==> src/rtl/dmem_responder_if.sv <==
// Load/store request and response bundle between the MEM stage and its data memory.
// The MEM stage drives through the master modport and the memory responds through the slave.
interface dmem_responder_if #(
    parameter int unsigned WORD_LEN = 32
);
    logic                req_valid;
    logic                req_we;
    logic [WORD_LEN-1:0] req_addr;
    logic [WORD_LEN-1:0] req_wdata;
    logic                req_ready;
    logic                resp_valid;
    logic [WORD_LEN-1:0] resp_rdata;
    logic                resp_err;
    logic                stall;

    modport master (
        output req_valid, req_we, req_addr, req_wdata,
        input  req_ready, resp_valid, resp_rdata, resp_err, stall
    );

    modport slave (
        input  req_valid, req_we, req_addr, req_wdata,
        output req_ready, resp_valid, resp_rdata, resp_err, stall
    );
endinterface

==> src/rtl/dmem_responder.sv <==
// Data memory behind the MEM stage, with a fixed access latency and a one-cycle response pulse.
// While a request is outstanding it asks the pipeline to freeze.
module dmem_responder #(
    parameter int unsigned WORD_LEN  = 32,
    parameter int unsigned DEPTH     = 64,
    parameter int unsigned ADDR_BASE = 1024,
    parameter int unsigned LATENCY   = 2
) (
    input  logic             clk,
    input  logic             rst,
    dmem_responder_if.slave  bus
);
    localparam int unsigned         IDX_W    = (DEPTH > 1) ? $clog2(DEPTH) : 1;
    localparam logic [WORD_LEN-1:0] BASE     = WORD_LEN'(ADDR_BASE);
    localparam logic [WORD_LEN-1:0] DEPTH_W  = WORD_LEN'(DEPTH);
    localparam logic [3:0]          CNT_INIT = 4'((LATENCY >= 2) ? LATENCY - 2 : 0);

    typedef enum logic [1:0] {StIdle, StBusy, StResp} state_e;

    state_e              state_q, state_d;
    logic [3:0]          cnt_q, cnt_d;
    logic                we_q;
    logic [WORD_LEN-1:0] addr_q;
    logic [WORD_LEN-1:0] wdata_q;
    logic                err_q;
    logic [WORD_LEN-1:0] rdata_q;
    logic [WORD_LEN-1:0] mem [DEPTH];

    logic                accept;
    logic                commit;
    logic                sel_we;
    logic [WORD_LEN-1:0] sel_addr;
    logic [WORD_LEN-1:0] sel_wdata;
    logic [WORD_LEN-1:0] sel_off;
    logic [WORD_LEN-1:0] sel_word;
    logic [IDX_W-1:0]    sel_idx;
    logic                sel_err;

    // With LATENCY=1 the commit edge is the accept edge, so the live request must be used.
    always_comb begin
        accept    = (state_q == StIdle) && bus.req_valid;
        sel_we    = (state_q == StIdle) ? bus.req_we    : we_q;
        sel_addr  = (state_q == StIdle) ? bus.req_addr  : addr_q;
        sel_wdata = (state_q == StIdle) ? bus.req_wdata : wdata_q;
        sel_off   = sel_addr - BASE;
        sel_word  = sel_off >> 2;
        sel_idx   = sel_word[IDX_W-1:0];
        sel_err   = (sel_addr[1:0] != 2'b00) || (sel_addr < BASE) || (sel_word >= DEPTH_W);
    end

    always_comb begin
        state_d = state_q;
        cnt_d   = cnt_q;
        unique case (state_q)
            StIdle: begin
                if (bus.req_valid) begin
                    if (LATENCY == 1) begin
                        state_d = StResp;
                    end else begin
                        state_d = StBusy;
                        cnt_d   = CNT_INIT;
                    end
                end
            end
            StBusy: begin
                if (cnt_q == 4'd0) begin
                    state_d = StResp;
                end else begin
                    cnt_d = cnt_q - 4'd1;
                end
            end
            StResp:  state_d = StIdle;
            default: state_d = StIdle;
        endcase
        commit = (state_d == StResp) && (state_q != StResp);
    end

    always_ff @(posedge clk or negedge rst) begin
        if (!rst) begin
            state_q <= StIdle;
            cnt_q   <= 4'd0;
            we_q    <= 1'b0;
            addr_q  <= '0;
            wdata_q <= '0;
            err_q   <= 1'b0;
        end else begin
            state_q <= state_d;
            cnt_q   <= cnt_d;
            if (accept) begin
                we_q    <= bus.req_we;
                addr_q  <= bus.req_addr;
                wdata_q <= bus.req_wdata;
                err_q   <= sel_err;
            end
        end
    end

    always_ff @(posedge clk or negedge rst) begin
        if (!rst) begin
            rdata_q <= '0;
        end else if (commit) begin
            rdata_q <= (!sel_we && !sel_err) ? mem[sel_idx] : '0;
        end
    end

    always_ff @(posedge clk or negedge rst) begin
        if (!rst) begin
            for (int i = 0; i < int'(DEPTH); i++) begin
                mem[i] <= '0;
            end
        end else if (commit && sel_we && !sel_err) begin
            mem[sel_idx] <= sel_wdata;
        end
    end

    assign bus.req_ready  = (state_q == StIdle);
    assign bus.resp_valid = (state_q == StResp);
    assign bus.resp_err   = (state_q == StResp) && err_q;
    assign bus.resp_rdata = rdata_q;
    assign bus.stall      = bus.req_valid && (state_q != StResp);
endmodule

==> src/flat_wrapper.sv <==
// flat-port wrapper written by rule: the top's interface ports become plain ports
module dmem_responder_flat 
#(
    parameter int unsigned WORD_LEN  = 32,
    parameter int unsigned DEPTH     = 64,
    parameter int unsigned ADDR_BASE = 1024,
    parameter int unsigned LATENCY   = 2
)
  (clk, rst, bus_req_valid, bus_req_we, bus_req_addr, bus_req_wdata, bus_req_ready, bus_resp_valid, bus_resp_rdata, bus_resp_err, bus_stall);
  dmem_responder_if #(.WORD_LEN(WORD_LEN)) bus_i ();
  input  logic clk;
  input  logic rst;
  input wire logic [$bits(bus_i.req_valid)-1:0] bus_req_valid;
  input wire logic [$bits(bus_i.req_we)-1:0] bus_req_we;
  input wire logic [$bits(bus_i.req_addr)-1:0] bus_req_addr;
  input wire logic [$bits(bus_i.req_wdata)-1:0] bus_req_wdata;
  output wire logic [$bits(bus_i.req_ready)-1:0] bus_req_ready;
  output wire logic [$bits(bus_i.resp_valid)-1:0] bus_resp_valid;
  output wire logic [$bits(bus_i.resp_rdata)-1:0] bus_resp_rdata;
  output wire logic [$bits(bus_i.resp_err)-1:0] bus_resp_err;
  output wire logic [$bits(bus_i.stall)-1:0] bus_stall;
  assign bus_i.req_valid = bus_req_valid;
  assign bus_i.req_we = bus_req_we;
  assign bus_i.req_addr = bus_req_addr;
  assign bus_i.req_wdata = bus_req_wdata;
  assign bus_req_ready = bus_i.req_ready;
  assign bus_resp_valid = bus_i.resp_valid;
  assign bus_resp_rdata = bus_i.resp_rdata;
  assign bus_resp_err = bus_i.resp_err;
  assign bus_stall = bus_i.stall;
  dmem_responder #(.WORD_LEN(WORD_LEN), .DEPTH(DEPTH), .ADDR_BASE(ADDR_BASE), .LATENCY(LATENCY)) u_core (.clk(clk), .rst(rst), .bus(bus_i));
endmodule
==> config.mk <==
export PLATFORM = sky130hd
export DESIGN_NAME = dmem_responder_flat
export DESIGN_NICKNAME = d
export VERILOG_FILES = /design/src/rtl/dmem_responder_if.sv /design/src/rtl/dmem_responder.sv /design/src/flat_wrapper.sv
export SDC_FILE = /design/constraint.sdc
export NUM_CORES = 2
export LEC_CHECK = 0
export ABC_CLOCK_PERIOD_IN_PS = 9130
export BUFFER_PORTS_ARGS = -buffer_cell sky130_fd_sc_hd__buf_2
export CAP_MARGIN = 15
export CELL_PAD_IN_SITES_DETAIL_PLACEMENT = 1
export CELL_PAD_IN_SITES_GLOBAL_PLACEMENT = 1
export CORE_ASPECT_RATIO = 1.4
export CORE_MARGIN = 5
export CORE_UTILIZATION = 57
export CTS_CLUSTER_DIAMETER = 100
export CTS_CLUSTER_SIZE = 10
export DETAILED_ROUTE_END_ITERATION = 10
export HOLD_SLACK_MARGIN = 0.03
export PLACE_DENSITY_LB_ADDON = 0.1
export SYNTH_ARGS = -nofsm -noshare
export SYNTH_HDL_FRONTEND = slang
export SYNTH_SLANG_ARGS = --single-unit
==> constraint.sdc <==
create_clock -name clk -period 9.13 [get_ports clk]
set_input_delay 0.4565 -clock clk [delete_from_list [all_inputs] [get_ports clk]]
set_output_delay 0.4565 -clock clk [all_outputs]
set_load 0.01 [all_outputs]
### Word level (Yosys, flattened, before mapping)

Cells that the tools add are included.

* bits in registers: 2152
* latch bits: 0
* bits in writable memories: 0
* ROM bits: 0
* bits of input ports: 68
* output and inout bits: 36
* memories kept: 0

* $add $sub $neg: 2
* $mul: 0
* div/mod/pow operators: 0
* magnitude comparators: 4
* eq/ne operators: 6
* shift-type cells: 0
* multiplexer cells: 16
* bitwise gates (word level): 1
* reduce and logical (&&, ||, !) cells: 17

Operators by type and width (number)
* $bwmux 2048: 1
* $bmux 32 s6: 1
* $demux 32 s6: 1
* $mux 32: 6
* $lt 32x11->1 const B: 1
* $sub 32x11->32 const B: 1
* $ge 30x7->1 const B: 1
* $logic_and 1x1->1: 8
* $mux 4: 2
* $pmux 4 s2: 1
* $ge 7x7->1 const B: 1
* $lt 7x1->1 const B: 1
* $not 6->7: 1
* $ne 2x2->1 const B: 3
* $eq 2x2->1 const B: 2
* $logic_not 4->1: 1
* $mux 2: 2
* $pmux 2 s2: 1
* $reduce_bool 2->1: 2
* $sub 4x1->4 const B: 1
* $reduce_and 3->1: 1
* $eq 2x1->1 const B: 1
* $logic_not 1->1: 2
* $logic_not 2->1: 1
* 2 further kinds: 3

### Logic depth before layout (Yosys ltp)

* word-level depth: 9
* depth in mapped cells: 16
* gate-level depth less buffers: 9

### Least setup slack after synthesis

Ideal clock, no wire load.

* path type: register -> register
* start point: register u_core.state_q[1]
* end point: register u_core.mem[2012] (netlist bit)
* setup time: 0.125 ns
* arrival: 3.254 ns
* required time: 9.005 ns
* setup slack: 5.751 ns
* stages on the path, launching flop included: 12
* cells stage by stage: dfrtp_1 > or2_1 > buf_2 > inv_1 > buf_4 > mux2i_1 > clkbuf_1 > clkbuf_1 > nand2_1 > nor3_4 > buf_4 > mux2_2

* cells in the longest elaborated chain, start to end: 9

RTL lines
* start: declaration: RTL line dmem_responder.sv:20 `state_e state_q, state_d;`
* start signal: assignment: RTL line dmem_responder.sv:80 `state_q <= StIdle;`
* start signal: assignment: RTL line dmem_responder.sv:87 `state_q <= state_d;`
* $logic_not 2->1
* $mux 32: RTL line dmem_responder.sv:43 `sel_addr = (state_q == StIdle) ? bus.req_addr : addr_q;`
* $sub 32x11->32: RTL line dmem_responder.sv:45 `sel_off = sel_addr - BASE;`
* $not 6->7 (not written as such): RTL line dmem_responder.sv:112 `mem[sel_idx] <= sel_wdata;`
* $ge 7x7->1 (not written as such) / $lt 7x1->1 (equally long branches): RTL line dmem_responder.sv:112
* $logic_and 1x1->1 (not written as such): RTL line dmem_responder.sv:112
* $mux 32 (not written as such): RTL line dmem_responder.sv:112
* $demux 32 s6: RTL line dmem_responder.sv:112
* $bwmux 2048: RTL line dmem_responder.sv:112
* end signal: indexed assignment: RTL line dmem_responder.sv:112
* end: declaration: RTL line dmem_responder.sv:27 `logic [WORD_LEN-1:0] mem [DEPTH];`

Parallel ways exist; a longest one is shown, timed or not.
A chain may end at the register's enable or synchronous reset.

### Final worst setup path

* start point: register u_core.state_q[1]
* end point: register u_core.mem[2014] (netlist bit)

Same word-level chain as after synthesis.

==> results.tsv <==
metric	value	unit
place_inst	9891	
dr.first_iter.drc_count	8235	
insertion_delay	0.89	ns
drive_above_1_share	33.78	%
cp_max_fo	71	
finalWorstSetupSlack	2.130	ns
io_buffers	103	
syn_to_final_growth	9.235	%
ctsHtreeMaxLevel	4	
drc	0	
whs_path_depth	3	
p_per_area	285.4	nW/um^2
ys_seq_area_share	54.70	%
initial_core_util	57.29	%
path_clk_slew	0.06	ns
dieArea	181200	sq um
vias	74260	
cts-root-buf	clkbuf_16	
cts_setup_buffers	0	
slowest_delay	1.05	ns
yosysTopAreaCell	dfrtp_1	
rsz0062_at_grt	no	
hold_violations	0	
nets	7986	
fp.coreArea	171800	sq um
cts_buffers	233	
clock_sinks	2152	
fp.dieH	501.7	um
avgSynthCellArea	12.31	sq um
period_needed	7.000	ns
antenna_found_initial	38	
final_util	62.58	%
synthTopCellsByArea	dfrtp_1, mux2_2, nand2_1, o22ai_1, a21oi_1	
ys_ff_latch	2152	
worstMarginPinSlew	1.286	ns
syn_nets	8067	
die_w	361.2	um
synth_ff_type	dfrtp_1	
final_cell_count_no_fill	10220	
reg2reg_slack	2.13	ns
tns	0	ns
clockBufferDepth	3	
grt_pass1_vias	78760	
syn_area	98450	sq um
rows	180	
final_cell_mix	dfrtp_1, mux2_2, nand2_1	
fmax	142.9	MHz
viasPerCell	7.265	
startpoint_type	flip-flop	
gp_congestion	0.9088	
hp-class	primary input to flip-flop	
io_pins	104	
async_flop_share	100.0	%
crit_type	flip-flop to flip-flop	
wirelength	396.5	mm
grt_max_degree	167	
worstPathArrival	7.76	ns
cp_cell_sequence	or2_4 -> inv_2 -> buf_4 -> nor4_1 -> o21bai_1 -> nand3b_1 -> xnor2_1 -> nand4_4 -> buf_4 -> nor3_4 -> buf_4 -> mux2_2	
cap_viol_max_count	0	
grt_pass1_wl	568.8	mm
required	9.89	ns
ant_nets	0	
finalSetupViolCount	0	
yosys_warnings	0	
drt-pass1-iter-count	9	
reg2regPathDepth	12	
cts_tree	done	
p_total	30.69	mW
cts_hold_buf	65	
final_max_slew_viol_count	0	
grt_overflow_total	0	
grtUsageTotal	43.20	%
status	finished clean	
fin_crit_sh	76.67	%
synth_edf_count	0	
synth_top_area_share	54.70	%
slowest_stage	nor3_4	
synthDistinctLibCells	85	
finClkSkew	0.03601	ns
relSlewSlack	14.15	%
leakagePower	53.85	nW
detail_route.wl_per_cell	38.79	um
place_worst_setup_slack	2.332	ns
syn_inst	7997	
ctsResizeCount	0	
crit_top_cell	buf_4	
dp_hpwl	226.9	mm
ir_drop	0.0005191	V
final_common_cell	dfrtp_1	
cp-end-kind	flip-flop	
[per-layer routing]
metal / GRT usage, % / share of wire, % / vias up
li1: - / - / 28610
met1: 52.84 / 36 / 39520
met2: 66.06 / 45 / 4528
met3: 12.74 / 11 / 1577
met4: 30.20 / 8.5 / 30
met5: 0 / 0.062 / -
[cells by family (layout without fill, tap and decap cells)]
family                     after synthesis  count (layout)  synth area share (%)
other                                    0              19                     0
AOI/OAI and AO/OA                     1239            1239                 8.107
adders and majority gates                2               2               0.02541
xor gates and xnor gates                 4               4               0.03559
buffers and inverters                  753             684                 3.776
DFF                                   2152            2152                 54.70
muxes                                 2219            2219                 25.18
and+or+nand+nor                       1628            1628                 8.180
[per-stage QoR]
stage	area, sq um	hold WS (ns)
floorplan	98450	0.1609
global placement	100800	0.4512
detailed placement	100800	0.4592
CTS	107500	0.05679
global route	107500	0.1040
finish	107500	0.1004
[worst max-delay path: cells and delay by family, from the launching register on]
kind / cells / cell delay [ns]
and+or+nand+nor: 5 / 2.82
DFF: 1 / 0.85
xor gates and xnor gates: 1 / 0.39
buffers and inverters: 4 / 2.08
muxes: 1 / 0.40
AOI/OAI and AO/OA: 1 / 0.19
[area by class of cell]
class	instances	area, sq um
fill	16520	64300
sequential	2152	53850
multi-input combinational	5092	41300
clock buffer	239	5981
timing repair buffer	428	3381
tap	2275	2846
clock inverter	8	96.34
antenna	19	47.55
inverter	9	33.78
[path summary, 6_finish.rpt]
check | start | end
max | u_core.state_q[1] | u_core.mem[2014]
min | bus_req_addr[3] | u_core.addr_q[3]
max reg2reg | u_core.state_q[1] | u_core.mem[2014]
min reg2reg | u_core.addr_q[12] | u_core.addr_q[12]
max in group asynchronous | rst | u_core.bus.resp_rdata[31]
min in group asynchronous | rst | u_core.mem[467]
[report_power, final]
group	internal [mW]	switching (mW)
registers	9.69	0.163
clock network	4.55	3.74
logic	2.85	9.69
[registers in the layout, summed over array words and instances, names as in the netlist]
signal                 cells
u_core.cnt_q               4
u_core.mem              2048
u_core.wdata_q            32
u_core.addr_q             32
u_core.err_q               1
u_core.state_q             2
u_core.bus.resp_rdata     32
u_core.we_q                1
[synth_stat cells, drive strengths merged, types with 5 or more instances]
library cell,count
nand4,11
or4,66
and3,23
or4b,5
nand2,765
clkbuf,367
mux2i,161
o31ai,27
a22oi,12
a211oi,15
or3,29
dfrtp,2152
o211ai,5
nand3,70
a31oi,49
a2111oi,8
a32oi,84
a221oi,8
nor2b,7
o21ai,84
o32ai,6
inv,8
a222oi,8
buf,377
o22a,23
a32o,23
nor4b,8
nor4,107
o2111ai,6
o221ai,30
nand2b,9
a2bb2oi,6
nor2,336
a311oi,11
a21o,14
nor3,165
o41ai,6
mux2,2058
or2,6
o21a,7
o22ai,375
a21oi,394
a21boi,7
(Power assumes the default switching activity.)
